**src/rtl/byte_serializer.sv**
```systemverilog
// byte_serializer: buffers parallel words in a small FIFO and shifts them
// out one bit per clock, gap-free across word boundaries.
module byte_serializer #(
    parameter int unsigned WIDTH     = 8,
    parameter int unsigned DEPTH     = 4,
    parameter int unsigned MSB_FIRST = 1
) (
    input  logic                     clk,
    input  logic                     rst,
    input  logic [WIDTH-1:0]         in_data,
    input  logic                     in_valid,
    output logic                     in_ready,
    output logic                     dout,
    output logic                     dout_valid,
    output logic                     frame_start,
    output logic [$clog2(DEPTH):0]   fifo_count
);

    localparam int unsigned AW = $clog2(DEPTH);
    localparam int unsigned CW = AW + 1;
    localparam int unsigned IW = $clog2(WIDTH);

    typedef enum logic {
        IDLE  = 1'b0,
        SHIFT = 1'b1
    } state_t;

    state_t           state;
    logic [WIDTH-1:0] mem [DEPTH];
    logic [AW-1:0]    wr_ptr;
    logic [AW-1:0]    rd_ptr;
    logic [CW-1:0]    count;
    logic [WIDTH-1:0] shreg;
    logic [IW-1:0]    idx;

    logic             full;
    logic             push;
    logic             pop;
    logic             last_bit;
    logic             shifting;
    logic [WIDTH-1:0] head;

    // First bit to transmit from a word, honouring the configured bit order.
    function automatic logic lead(input logic [WIDTH-1:0] w);
        return (MSB_FIRST != 0) ? w[WIDTH-1] : w[0];
    endfunction

    // Word with its leading bit consumed, so the next bit becomes the lead.
    function automatic logic [WIDTH-1:0] advance(input logic [WIDTH-1:0] w);
        return (MSB_FIRST != 0) ? {w[WIDTH-2:0], 1'b0} : {1'b0, w[WIDTH-1:1]};
    endfunction

    // Handshake and pop decisions, all derived from registered state.
    assign full       = (count == CW'(DEPTH));
    assign in_ready   = !full && !rst;
    assign push       = in_valid && in_ready;
    assign last_bit   = (idx == IW'(WIDTH - 1));
    assign shifting   = (state == SHIFT) && !last_bit;
    assign pop        = (count != '0) && ((state == IDLE) || ((state == SHIFT) && last_bit));
    assign head       = mem[rd_ptr];
    assign fifo_count = count;

    // FIFO storage; contents need no reset because occupancy is tracked by count.
    always_ff @(posedge clk) begin
        if (push) begin
            mem[wr_ptr] <= in_data;
        end
    end

    // FIFO pointers and occupancy; pointers wrap naturally at DEPTH.
    always_ff @(posedge clk) begin
        if (rst) begin
            wr_ptr <= '0;
            rd_ptr <= '0;
            count  <= '0;
        end else begin
            if (push) begin
                wr_ptr <= wr_ptr + AW'(1);
            end
            if (pop) begin
                rd_ptr <= rd_ptr + AW'(1);
            end
            if (push && !pop) begin
                count <= count + CW'(1);
            end else if (pop && !push) begin
                count <= count - CW'(1);
            end
        end
    end

    // Shifter FSM: load on pop (from IDLE or on the last bit), else shift or idle.
    always_ff @(posedge clk) begin
        if (rst) begin
            state       <= IDLE;
            shreg       <= '0;
            idx         <= '0;
            dout        <= 1'b0;
            dout_valid  <= 1'b0;
            frame_start <= 1'b0;
        end else if (pop) begin
            state       <= SHIFT;
            shreg       <= advance(head);
            idx         <= '0;
            dout        <= lead(head);
            dout_valid  <= 1'b1;
            frame_start <= 1'b1;
        end else if (shifting) begin
            state       <= SHIFT;
            shreg       <= advance(shreg);
            idx         <= idx + IW'(1);
            dout        <= lead(shreg);
            dout_valid  <= 1'b1;
            frame_start <= 1'b0;
        end else begin
            state       <= IDLE;
            dout        <= 1'b0;
            dout_valid  <= 1'b0;
            frame_start <= 1'b0;
        end
    end

endmodule

```
**config.mk**
```make
export PLATFORM = sky130hd
export DESIGN_NAME = byte_serializer
export DESIGN_NICKNAME = d
export VERILOG_FILES = /design/src/rtl/byte_serializer.sv
export SDC_FILE = /design/constraint.sdc
export NUM_CORES = 1
export LEC_CHECK = 0
export CORE_UTILIZATION = 45
export DETAILED_ROUTE_END_ITERATION = 16
export GPL_TIMING_DRIVEN = 1
export SKIP_LAST_GASP = 1
export SLEW_MARGIN = 10
export SYNTH_ARGS = -nofsm -noshare
export SYNTH_HDL_FRONTEND = slang
export SYNTH_SLANG_ARGS = --single-unit
```
**constraint.sdc**
```tcl
create_clock -name clk -period 3.11 [get_ports clk]
set_input_delay 0.622 -clock clk [delete_from_list [all_inputs] [get_ports clk]]
set_output_delay 0.622 -clock clk [all_outputs]
set_load 0.02 [all_outputs]
```
# Yosys cells after proc, flatten, opt, wreduce, memory -nomap -nowiden
# Memory sizes are Yosys's and may differ from the RTL's. A register that Yosys moved wholly into a read port is not among the register bits.
# Index checks and enable logic that the tools add are counted.
# totals
input_bits	11
ramBits	32
n_memories	1
out_inout_bits	7
latchBits	0
word_cells	47
ff_bits	20
rom_bits	0
# mem_list
name	depth	width	rd	rd_ports_with_merged_regs	write_ports	line_no	source
mem	4	8	1	1	1	29	logic [WIDTH-1:0] mem [DEPTH];
# op_classes
shifts	0
n_eq_ne	2
n_mux	13
reduce_logical	17
magnitude_cmp	0
n_div	0
add_sub_neg	5
n_bitwise	1
mul	0
# op_table
op	n
8-bit 2-to-1 mux	2
1-bit logical AND	7
1-bit 2-to-1 mux	7
3-bit by 1-bit adder with 3-bit output, second input constant	2
3-bit equality test, second input constant	2
3-bit 2-to-1 mux	2
1-bit logical NOT	5
2-bit by 1-bit adder with 2-bit output, second input constant	2
2-bit 2-to-1 mux	2
2-bit nonzero test	2
3-bit nonzero test	1
3-bit by 1-bit subtractor with 3-bit output, second input constant	1
2-bit OR reduction	1
1-bit logical OR	1
1-bit inverter	1

# Longest topological paths before layout
# depth
depth_word	8
ltp_mapped	11

# Worst setup path after synthesis
# Ideal clock, no wire load.
# synth_path
path_type	input -> register
from	in rst
to	reg count[2], in the netlist fifo_count[2]
n_path_buf	1
slack_ps	742
stages	8
required_ps	3040
setup_time_ps	70
t_arrival_ps	2298
cell_sequence	clkbuf_1 -> nor3b_4 -> ha_1 -> inv_1 -> fa_1 -> xor2_1 -> or3_1 -> a21oi_1
# synth_between
elab_chain_len	6
elab_cells_between_ends	8
# synth_rtl
item	line_no	source
start: declaration	9	input logic rst,
1-bit logical NOT *	55	assign in_ready = !full && !rst;
1-bit logical AND *	55	
1-bit logical AND *	56	assign push = in_valid && in_ready;
via push	37	logic push;
1-bit logical NOT	85	end else if (pop && !push) begin
1-bit logical AND	85	
2-bit nonzero test (no source line)	-	
end signal: assignment	84	count <= count + CW'(1);
end signal: assignment	86	count <= count - CW'(1);
end: declaration	32	logic [CW-1:0] count;
# Mark *: on every way through the listed nets, which the timed path passes. The rest lies on a longest branch.
# A chain may end at the register's enable or synchronous reset.

# Worst setup path after layout
# layout_path
from	in rst
to	out in_ready
# layout_between
elab_chain_len	2
# layout_rtl
item	line_no	source
1-bit logical NOT	55	
1-bit logical AND	55	
end: declaration	12	output logic in_ready,
# No other way between the ends.

==> flow_metrics.env <==
export IMPL_status="complete, no violations"
export IMPL_synth_net_count=171
export IMPL_area_growth_pct=13.8
export IMPL_io_buffers=17
export IMPL_synth_compound_area_share_pct=7.06
export IMPL_antenna_cells=0
export IMPL_gp_congestion=0.739
export IMPL_ys_seq_area_share_pct=64.3
export IMPL_post_cts_setup_buffers=0
export IMPL_place_detailed_hpwl_um=2340
export IMPL_synth_xor_area_share_pct=0.803
export IMPL_die_h_um=71.6
export IMPL_antenna_found_initial=0
export IMPL_vias=1200
export IMPL_period_share_pct=84.8
export IMPL_post_route_min_period_ns=2.64
export IMPL_finClkSkew_ns=0.00757
export IMPL_max_slew_margin_pct=66.9
export IMPL_power_leakage_nw=0.885
export IMPL_grt_pass1_wl_um=5750
export IMPL_design_core_area_sq_um=4500
export IMPL_p_total_mw=1.91
export IMPL_path_class="primary input to primary output"
export IMPL_syn_cell_area_sq_um=2180
export IMPL_die_x_um=71.6
export IMPL_path_max_fanout=16
export IMPL_avgSynthCellArea_sq_um=14.3
export IMPL_synthCells=152
export IMPL_insertion_delay_ns=0.30
export IMPL_placed_area_sq_um=2390
export IMPL_worst_setup_path_start_kind="primary input"
export IMPL_drv_slew=0
export IMPL_drt_iter0_markers=40
export IMPL_finalHoldViolations=0
export IMPL_setup_slack_ns=0.473
export IMPL_clk_path_buf_depth=2
export IMPL_fin_area_sq_um=2480
export IMPL_rsz0062_at_grt="no"
export IMPL_synth_top_family_by_area="multiplexers"
export IMPL_cp_arrival_ns=2.01
export IMPL_ys_ff_latch=54
export IMPL_synthMuxAreaShare_pct=11.2
export IMPL_h_tree_depth=2
export IMPL_dr_pass1_iters=4
export IMPL_ant_nets=0
export IMPL_clock_sinks=54
export IMPL_wl_um=3380
export IMPL_ys_types=31
export IMPL_max_slew_worst_pin_slew_ns=0.497
export IMPL_die_area_sq_um=5130
export IMPL_drv_cap=0
export IMPL_overflow=0
export IMPL_clkTransAtPathRegs_ns=0.09
export IMPL_grtUsageTotal_pct=15.3
export IMPL_cp_end_kind="primary output"
export IMPL_drive_gt1_share_pct=9.30
export IMPL_initial_utilization_pct=48.4
export IMPL_hp_class="flip-flop to flip-flop"
export IMPL_synthSimpleGateAreaFrac_pct=9.01
export IMPL_rows=24
export IMPL_post_cts_resized=0
export IMPL_p_per_area_nw_per_um2=771
export IMPL_ir_worst_vdd_v=0.000361
export IMPL_ctsHoldBuffers=0
export IMPL_cts_buffers=5
export IMPL_yosys_area_share_adder_pct=4.93
export IMPL_dp_slack_ns=0.355
export IMPL_clock_root_buffer="clkbuf_8"
export IMPL_viasPerCell=5.36
export IMPL_first_global_vias=1169
export IMPL_cts_tree="yes"
export IMPL_final_nets=190
export IMPL_fin_setup_tns_ns=0
export IMPL_max_freq_ghz=0.379
export IMPL_grt_max_degree=17
export IMPL_wl_per_cell_um=15.1
export IMPL_ios=18
export IMPL_drc=0
export IMPL_cp_data_required_time_ns=2.49
export IMPL_yosysWarningCount=0
export IMPL_setup_viol=0
[cells in the mapped netlist]
cell type	count	area [sq um]
nor3_1	3	15.0
dfxtp_1	22	440
fa_1	1	20.0
and2_1	4	25.0
a21oi_1	19	95.1
nand2_1	10	37.5
buf_2	2	10.0
buf_1	1	3.75
edfxtp_1	32	961
nor3b_2	1	12.5
clkbuf_1	3	11.3
nor2b_1	2	12.5
mux2_1	1	11.3
a32o_1	1	10.0
mux4_1	6	158
or3_1	3	18.8
a22o_1	1	8.76
o21ai_0	8	40.0
ha_1	7	87.6
nand3_1	3	15.0
nand2b_1	2	12.5
mux2i_1	2	20.0
nor3b_4	1	18.8
xor2_1	2	17.5
buf_6	1	11.3
inv_1	4	15.0
buf_4	1	7.51
mux4_2	2	45.0
nor2_1	5	18.8
mux2_2	1	11.3
nand3_2	1	10.0
[power breakdown]
part	leakage [nW]	switching [mW]	internal, mW	total [mW]
logic	0.368	0.295	0.267	0.562
registers	0.472	0.0890	0.885	0.974
clock network	0.0452	0.217	0.159	0.377
total	0.885	0.601	1.31	1.91
[layout by cell type (no fill, tap or decap), types with 4 or more instances in the layout]
master	netlist	routed
and2_1	4	4
clkbuf_8	0	5
nor2_1	5	5
a21oi_1	19	19
clkdlybuf4s50_1	0	17
mux4_1	6	6
inv_1	4	4
ha_1	7	7
edfxtp_1	32	32
o21ai_0	8	8
dfxtp_1	22	22
nand2_1	10	10
[final timing paths]
check | slack, ns | from | end | cells past startpoint
worst max-delay path | 0.47 | rst | in_ready | 4
worst min-delay path | 0.49 | idx[2]$_SDFFE_PP0P_ | idx[2]$_SDFFE_PP0P_ | 2
worst max register to register | 0.66 | idx[0]$_SDFFE_PP0P_ | fifo_count[2]$_SDFFE_PP0P_ | 10
worst min register to register | 0.49 | idx[2]$_SDFFE_PP0P_ | idx[2]$_SDFFE_PP0P_ | 2
[metrics by stage]
stage	utilization (%)	hold WS, ns	cells
5_1_grt	55.1	0.508	224
3_5_place_dp	53.2	0.464	216
2_1_floorplan	-	0.437	152
6_report	55.1	0.487	224
4_1_cts	55.1	0.492	224
3_3_place_gp	53.2	0.459	216
[worst max-delay path, cell delays in order]
cell and delay (ns):
clkdlybuf4s50_1 0.46, buf_4 0.22, nor2_1 0.11, clkdlybuf4s50_1 0.60
[routing by layer]
metal / up-vias / share of wire [%] / track usage [%]
li1: 601 / - / -
met1: 574 / 46 / 19.9
met2: 18 / 49 / 24.5
met3: 7 / 3.0 / 4.64
met4: 0 / 1.4 / 5.23
met5: - / 0 / 0
[state kept, by name, indices dropped and copies added, names as in the netlist, named ones only]
register / count
mem: 32
shreg: 7
fifo_count: 3
idx: 3
rd_ptr: 2
wr_ptr: 2
dout: 1
frame_start: 1
state: 1
[kinds of logic (layout without fill, tap and decap cells)]
logic type | Yosys count | in the layout
simple gates | 35 | 35
buf+inv | 12 | 32
compound gates | 29 | 29
fa+ha+maj | 8 | 8
mux | 12 | 12
xor+xnor | 2 | 2
flops | 54 | 54
[cell type report]
type	count	area, sq um
Clock buffer	6	72.6
Tap cell	52	65.1
Sequential cell	54	1400
Fill cell	374	2020
Multi-Input combinational cell	86	721
Timing Repair Buffer	20	193
Clock inverter	2	13.8
Inverter	4	15.0
No activity file was read; power rests on OpenSTA's default activity.
